### src/rtl/stream_packer_if.sv
// Valid/ready bus between a narrow word source, the packer, and a wide-word sink.
// The "master" side drives input words and output backpressure; the packer is the "slave".
interface stream_packer_if #(
    parameter int InWidth = 8,
    parameter int Ratio   = 4
);
    logic                         in_valid_i;
    logic                         in_ready_o;
    logic [InWidth-1:0]           in_data_i;
    logic                         flush_i;
    logic                         out_valid_o;
    logic                         out_ready_i;
    logic [InWidth*Ratio-1:0]     out_data_o;
    logic [$clog2(Ratio+1)-1:0]   out_count_o;

    modport master (
        output in_valid_i, in_data_i, flush_i, out_ready_i,
        input  in_ready_o, out_valid_o, out_data_o, out_count_o
    );

    modport slave (
        input  in_valid_i, in_data_i, flush_i, out_ready_i,
        output in_ready_o, out_valid_o, out_data_o, out_count_o
    );
endinterface

### src/rtl/stream_packer.sv
// Narrow-to-wide stream packer: gathers Ratio input words (little-endian by arrival)
// into one wide word, with an explicit flush that emits a partially filled word.
module stream_packer #(
    parameter int InWidth = 8,
    parameter int Ratio   = 4
) (
    input  logic           clk_i,
    input  logic           reset_i,
    stream_packer_if.slave bus
);
    localparam int OutW   = InWidth * Ratio;
    localparam int CntW   = $clog2(Ratio);
    localparam int CountW = $clog2(Ratio + 1);

    typedef enum logic {FILL, FULL} state_e;

    state_e              state_p0;
    logic [CntW-1:0]     cnt_p0;
    logic [OutW-1:0]     acc_p0;
    logic [OutW-1:0]     out_data_p1;
    logic [CountW-1:0]   out_count_p1;
    logic                vld_p1;

    logic [OutW-1:0]     acc_nxt;
    logic [OutW-1:0]     lane0_word;
    logic                in_fire;
    logic                out_fire;
    logic                emit;

    // Only combinational path: FULL hands input acceptance straight to the sink's ready.
    assign bus.in_ready_o  = (state_p0 == FILL) | bus.out_ready_i;
    assign bus.out_valid_o = vld_p1;
    assign bus.out_data_o  = out_data_p1;
    assign bus.out_count_o = out_count_p1;

    assign in_fire    = bus.in_valid_i & bus.in_ready_o;
    assign out_fire   = vld_p1 & bus.out_ready_i;
    assign lane0_word = {{(OutW-InWidth){1'b0}}, bus.in_data_i};

    always_comb begin
        acc_nxt = acc_p0;
        if (in_fire) begin
            acc_nxt[cnt_p0*InWidth +: InWidth] = bus.in_data_i;
        end
    end

    // A word completes on the last lane, or on a flush that has something to send.
    assign emit = (in_fire && (cnt_p0 == CntW'(Ratio - 1)))
               || (bus.flush_i && ((cnt_p0 != '0) || in_fire));

    // Stage p0 -> p1: accumulator lanes feed the registered output word
    always_ff @(posedge clk_i) begin
        if (reset_i) begin
            state_p0     <= FILL;
            cnt_p0       <= '0;
            acc_p0       <= '0;
            out_data_p1  <= '0;
            out_count_p1 <= '0;
            vld_p1       <= 1'b0;
        end else begin
            case (state_p0)
                FILL: begin
                    if (emit) begin
                        state_p0     <= FULL;
                        vld_p1       <= 1'b1;
                        out_data_p1  <= acc_nxt;
                        out_count_p1 <= CountW'(cnt_p0) + CountW'(in_fire);
                        cnt_p0       <= '0;
                        acc_p0       <= '0;
                    end else if (in_fire) begin
                        acc_p0 <= acc_nxt;
                        cnt_p0 <= cnt_p0 + CntW'(1);
                    end
                end
                FULL: begin
                    if (out_fire) begin
                        state_p0     <= FILL;
                        vld_p1       <= 1'b0;
                        out_data_p1  <= '0;
                        out_count_p1 <= '0;
                        if (in_fire) begin
                            acc_p0 <= lane0_word;
                            cnt_p0 <= CntW'(1);
                        end else begin
                            acc_p0 <= '0;
                            cnt_p0 <= '0;
                        end
                    end
                end
                default: state_p0 <= FILL;
            endcase
        end
    end
endmodule

### src/flat_wrapper.sv
// flat-port wrapper written by rule: the top's interface ports become plain ports
module stream_packer_flat 
#(
    parameter int InWidth = 8,
    parameter int Ratio   = 4
)
  (clk_i, reset_i, bus_in_valid_i, bus_in_data_i, bus_flush_i, bus_out_ready_i, bus_in_ready_o, bus_out_valid_o, bus_out_data_o, bus_out_count_o);
  stream_packer_if #(.InWidth(InWidth), .Ratio(Ratio)) bus_i ();
  input  logic clk_i;
  input  logic reset_i;
  input wire logic [$bits(bus_i.in_valid_i)-1:0] bus_in_valid_i;
  input wire logic [$bits(bus_i.in_data_i)-1:0] bus_in_data_i;
  input wire logic [$bits(bus_i.flush_i)-1:0] bus_flush_i;
  input wire logic [$bits(bus_i.out_ready_i)-1:0] bus_out_ready_i;
  output wire logic [$bits(bus_i.in_ready_o)-1:0] bus_in_ready_o;
  output wire logic [$bits(bus_i.out_valid_o)-1:0] bus_out_valid_o;
  output wire logic [$bits(bus_i.out_data_o)-1:0] bus_out_data_o;
  output wire logic [$bits(bus_i.out_count_o)-1:0] bus_out_count_o;
  assign bus_i.in_valid_i = bus_in_valid_i;
  assign bus_i.in_data_i = bus_in_data_i;
  assign bus_i.flush_i = bus_flush_i;
  assign bus_i.out_ready_i = bus_out_ready_i;
  assign bus_in_ready_o = bus_i.in_ready_o;
  assign bus_out_valid_o = bus_i.out_valid_o;
  assign bus_out_data_o = bus_i.out_data_o;
  assign bus_out_count_o = bus_i.out_count_o;
  stream_packer #(.InWidth(InWidth), .Ratio(Ratio)) u_core (.clk_i(clk_i), .reset_i(reset_i), .bus(bus_i));
endmodule
### config.mk
export PLATFORM = sky130hd
export DESIGN_NAME = stream_packer_flat
export DESIGN_NICKNAME = d
export VERILOG_FILES = /design/src/rtl/stream_packer_if.sv /design/src/rtl/stream_packer.sv /design/src/flat_wrapper.sv
export SDC_FILE = /design/constraint.sdc
export NUM_CORES = 1
export LEC_CHECK = 0
export CORE_MARGIN = 2
export CORE_UTILIZATION = 55
export DETAILED_ROUTE_END_ITERATION = 8
export PLACE_DENSITY = 0.82
export SLEW_MARGIN = 20
export SYNTH_ARGS = -nofsm -noshare
export SYNTH_HDL_FRONTEND = slang
export SYNTH_SLANG_ARGS = --single-unit
### constraint.sdc
create_clock -name clk_i -period 3.73 [get_ports clk_i]
set_input_delay 0.373 -clock clk_i [delete_from_list [all_inputs] [get_ports clk_i]]
set_output_delay 0.373 -clock clk_i [all_outputs]
set_load 0.05 [all_outputs]
# Word level (Yosys, flattened, before mapping)
# Cells that the tools add are included.
# word_totals
output_inout_bits	37
inputBits	13
wordCells	50
reg_bits	71
# op_classes
n_reduce_logical	7
bitwise_logic	4
add_sub_neg	3
n_eq_ne	4
n_mux	24
shift	2
# op_table
cell	count
2-to-1 mux 32 bit	6
case mux 32 bit (2 select lines)	2
negation 5 -> 34 bit	1
variable shift 8 x 34 -> 32 bit (first input constant)	1
variable part select 8 x 34 -> 32 bit	1
bitwise mux 32 bit	1
2-to-1 mux 8 bit	1
2-to-1 mux 2 bit	3
2-to-1 mux 3 bit	2
case mux 3 bit (2 select lines)	1
2-to-1 mux 1 bit	5
case mux 1 bit (2 select lines)	2
case mux 2 bit (2 select lines)	1
AND reduction 2 bit	2
adder 2 x 1 -> 3 bit	1
inequality test 3 x 1 -> 1 bit (second input constant)	1
adder 2 x 1 -> 2 bit (second input constant)	1
bitwise AND 1 bit	2
== test 2 bit (second input constant)	1
logical AND 1 bit	2
logical OR 1 bit	2
inequality test 2 x 1 -> 1 bit (second input constant)	1
inequality test 2 bit (second input constant)	1
nonzero test 2 bit	1
other kinds (2)	2

# Longest topological paths before layout
# logic_depth
depth_word	8
depth_mapped	8
mapped_depth_nobuf	6

# Least setup slack after synthesis
# Ideal clock, no wire load.
# synth_timing
path_kind	register -> register
from	reg u_core.cnt_p0[0]
to	reg u_core.acc_p0[0]
setup_ps	61
stages_incl_launch_ff	8
setup_slack_ps	1846
arrival_time_ps	1823
cell_sequence	dfxtp_1 -> inv_1 -> ha_1 -> nor4bb_1 -> and4_4 -> buf_6 -> a32o_2 -> a32o_1
# synth_via
elab_chain_len	7
# synth_lines
element	line_no	text
start, declared	stream_packer.sv:18	logic [CntW-1:0] cnt_p0;
start signal, assigned	stream_packer.sv:72	cnt_p0 <= cnt_p0 + CntW'(1);
start signal, assigned	stream_packer.sv:83	cnt_p0 <= CntW'(1);
negation 5 -> 34 bit	stream_packer.sv:43	acc_nxt[cnt_p0*InWidth +: InWidth] = bus.in_data_i;
variable part select 8 x 34 -> 32 bit or variable shift 8 x 34 -> 32 bit (tied branches)	stream_packer.sv:43	
bitwise mux 32 bit	stream_packer.sv:43	
2-to-1 mux 32 bit	stream_packer.sv:42	if (in_fire) begin
2-to-1 mux 32 bit	stream_packer.sv:70	end else if (in_fire) begin
2-to-1 mux 32 bit	stream_packer.sv:63	if (emit) begin
case mux 32 bit (2 select lines)	stream_packer.sv:61	case (state_p0)
end signal, assigned	stream_packer.sv:71	acc_p0 <= acc_nxt;
end signal, assigned	stream_packer.sv:82	acc_p0 <= lane0_word;
end, declared	stream_packer.sv:19	logic [OutW-1:0] acc_p0;
# Several ways; a longest one is shown, not always the timed one. The select of a mux whose other input is x is not followed.
# A chain may end at the register's enable or synchronous reset.

# Worst setup path in the final report
# layout_timing
from	in bus_out_ready_i
to	out bus_in_ready_o
# layout_via
elab_chain_len	1
# layout_lines
element	line_no	text
start, declared	flat_wrapper.sv:14	input wire logic [$bits(bus_i.out_ready_i)-1:0] bus_out_ready_i;
OR 1 bit	stream_packer.sv:31	assign bus.in_ready_o = (state_p0 == FILL) | bus.out_ready_i;
end, declared	flat_wrapper.sv:15	output wire logic [$bits(bus_i.in_ready_o)-1:0] bus_in_ready_o;
# No other way between the ends.

==> out/qor.yml <==
num_vias: 2261
critPathKind: "in2out"
end_kind: "primary output"
crit_required_ns: 3.36
netlist_area_mm2: 0.00295
yosys.cell_types.count: 37
grt_setup_unrepaired: "false"
area_growth_pct: 25.4
drive_gt1_share_pct: 9.52
min_period_ns: 2.46
root_buffer: "clkbuf_8"
status: "completed"
syn_nets: 282
wl_per_cell_um: 17.1
fin_setup_tns_ns: 0
crit_chain: "clkdlybuf4s50_1, nand2b_1, clkdlybuf4s50_1"
ys_ff_latch: 71
insertion_delay_ns: 0.34
finalSetupViolCount: 0
maxSlewHeadroom_pct: 41.4
postCtsSetupRepairBufs: 0
ys_warn_count: 0
slew_violations: 0
dieArea_mm2: 0.00597
n_fill_cell: 406
yosysTopAreaCellShare_pct: 48.2
core_mm2: 0.00514
leakage_nw: 1.41
cts.htree.levels: 3
crit_path_max_fanout: 7
hold_viol: 0
dp_hpwl_mm: 4.44
cpMostUsedCell: "clkdlybuf4s50_1"
arrival_ns: 2.09
cts.clk_slew.worst_paths_ns: 0.07
path_delay_family: "buffers and inverters"
start_kind: "primary input"
via_per_inst: 5.87
port_buffers: 49
p_total_w: 0.00180
tightest_slew_ns: 0.878
ir_worst_vdd_v: 0.000320
final_nets: 330
cpPeakStageDelay_ns: 0.86
r2r_slack_ns: 1.30
yosys.area.top_type: "dfxtp_1"
p_per_area_mw_per_mm2: 487
grt_usage_pct: 23.1
grt_pass1_vias: 2137
start_util_pct: 57.4
hold_buffers: 0
antenna_cells: 0
drt_pre_antenna_iters: 4
drc_errors: 0
fin_crit_sh_pct: 65.9
cts.sinks: 71
ant_nets: 0
grt_max_degree: 33
synthCells: 262
cts-buffers-inserted: 9
slowest_stage: "clkdlybuf4s50_1"
cts_tree: "built"
die_w_um: 77.3
ys_top_cells_by_area: "dfxtp_1 48%, o2bb2ai_1 17%, mux2i_1 8.1%, and2_1 5.3%, ha_1 3.0%"
grt_pass1_wl_mm: 10.7
ys_seq_area_share_pct: 48.2
max_cap_viol_count: 0
drtIter0Drc: 145
cts.path.max_buffers: 2
max_freq_ghz: 0.407
fin_skew_ns: 0.00630
globalplace.congestion: 0.790
wirelength_mm: 6.58
grt_overflow_total: 0
crit_buf_inv: 2
die_h_um: 77.3
io_pins: 50
cts_resized: 0
antenna_found_initial: 0
synth_area_per_cell_um2: 11.3
hp-class: "reg2reg"
num_rows: 26
cell usage after synthesis:
master and number:
a22oi_1 11, a32oi_1 1, nor2_2 1, dfxtp_1 71, buf_6 2, a32o_2 1, nor3b_1 2, inv_1 2
a21bo_2 1, nand3b_1 1, a21oi_1 3, o31a_1 1, nor3_2 1, mux2i_1 24, ha_1 7, nor2_1 7
o21a_1 1, a221oi_1 1, o31ai_1 1, nand2b_1 3, a21oi_2 2, o2bb2ai_1 56, a32o_1 8, nand3_1 3
a31oi_1 1, and3b_1 1, buf_2 6, nand3_2 2, clkbuf_1 4, o21ai_0 1, nor4bb_1 1, nor2b_1 2
buf_4 4, o31ai_2 1, nand2_1 2, and4_4 1, and2_1 25
registers in the layout, summed over array words and instances, names as in the netlist:
register and flops:
u_core.acc_p0 32, u_core.bus.out_count_o 3, u_core.cnt_p0 2, u_core.state_p0 1, u_core.bus.out_data_o 32, u_core.bus.out_valid_o 1
cell type report:
type	instances	area [um^2]	share of cell area [%]
Multi-Input combinational cell	173	1430	38.6
Tap cell	70	87.6	2.37
Clock inverter	6	109	2.94
Sequential cell	71	1420	38.4
Inverter	2	7.51	0.203
Timing Repair Buffer	53	520	14.1
Clock buffer	10	128	3.45
worst reg2reg max path, stage by stage, from the launching register on:
cell	delay (ns)
dfxtp_1	0.48
inv_1	0.17
ha_1	0.31
nand2b_1	0.20
a21oi_2	0.27
nand2b_1	0.39
buf_4	0.35
o2bb2ai_1	0.19
placed cells by master (no fill, tap or decap), types with 3 or more instances in the layout:
cell type        instances
a21oi_1                  3
a22oi_1                 11
a32o_1                   8
and2_1                  25
buf_4                    4
bufinv_16                3
clkbuf_8                 9
clkdlybuf4s50_1         49
dfxtp_1                 71
ha_1                     7
mux2i_1                 24
nand2b_1                 3
nand3_1                  3
nor2_1                   7
o2bb2ai_1               56
layer usage:
metal  global-route usage (%)  vias to the layer above  share of wire, %
li1                         -                     1109                 -
met1                     31.3                     1078                47
met2                     36.3                       63                46
met3                     4.35                       11               5.3
met4                     9.11                        0               1.7
met5                        0                        -                 0
power by group:
| group | switching (W) | leakage, nW | total [W] | internal (W) |
|---|---|---|---|---|
| logic | 0.000186 | 0.721 | 0.000286 | 0.000100 |
| clock network | 0.000280 | 0.120 | 0.000723 | 0.000443 |
| registers | 0.0000177 | 0.573 | 0.000792 | 0.000774 |
logic make-up after synthesis:
logic type	synth area share, %
AOI/OAI and AO/OA	26.2
adders and majority gates	2.97
buffers and inverters	3.56
DFF	48.2
muxes	8.14
and+or+nand+nor	11.0
per-stage QoR:
step           utilization [%]  area (um^2)  setup WS, ns  std cells  hold slack, ns
3_3_place_gp              67.4         3460          1.10        369           0.443
5_1_grt                   72.0         3700          1.07        385           0.478
2_1_floorplan                -         2950          1.85        262           0.432
3_5_place_dp              67.4         3460         0.987        369           0.446
4_1_cts                   72.0         3700          1.27        385           0.468
6_report                  72.0         3700          1.27        385           0.462
path summary, 6_finish.rpt:
check	start	end	cells past startpoint
worst max-delay path	bus_out_ready_i	bus_in_ready_o	3
worst min-delay path	u_core.bus.out_data_o[26]$_SDFFE_PP0P_	u_core.bus.out_data_o[26]$_SDFFE_PP0P_	1
worst max register to register	u_core.cnt_p0[0]$_SDFFE_PP0P_	u_core.bus.out_data_o[22]$_SDFFE_PP0P_	7
worst min register to register	u_core.bus.out_data_o[26]$_SDFFE_PP0P_	u_core.bus.out_data_o[26]$_SDFFE_PP0P_	1
(Power assumes the default switching activity.)
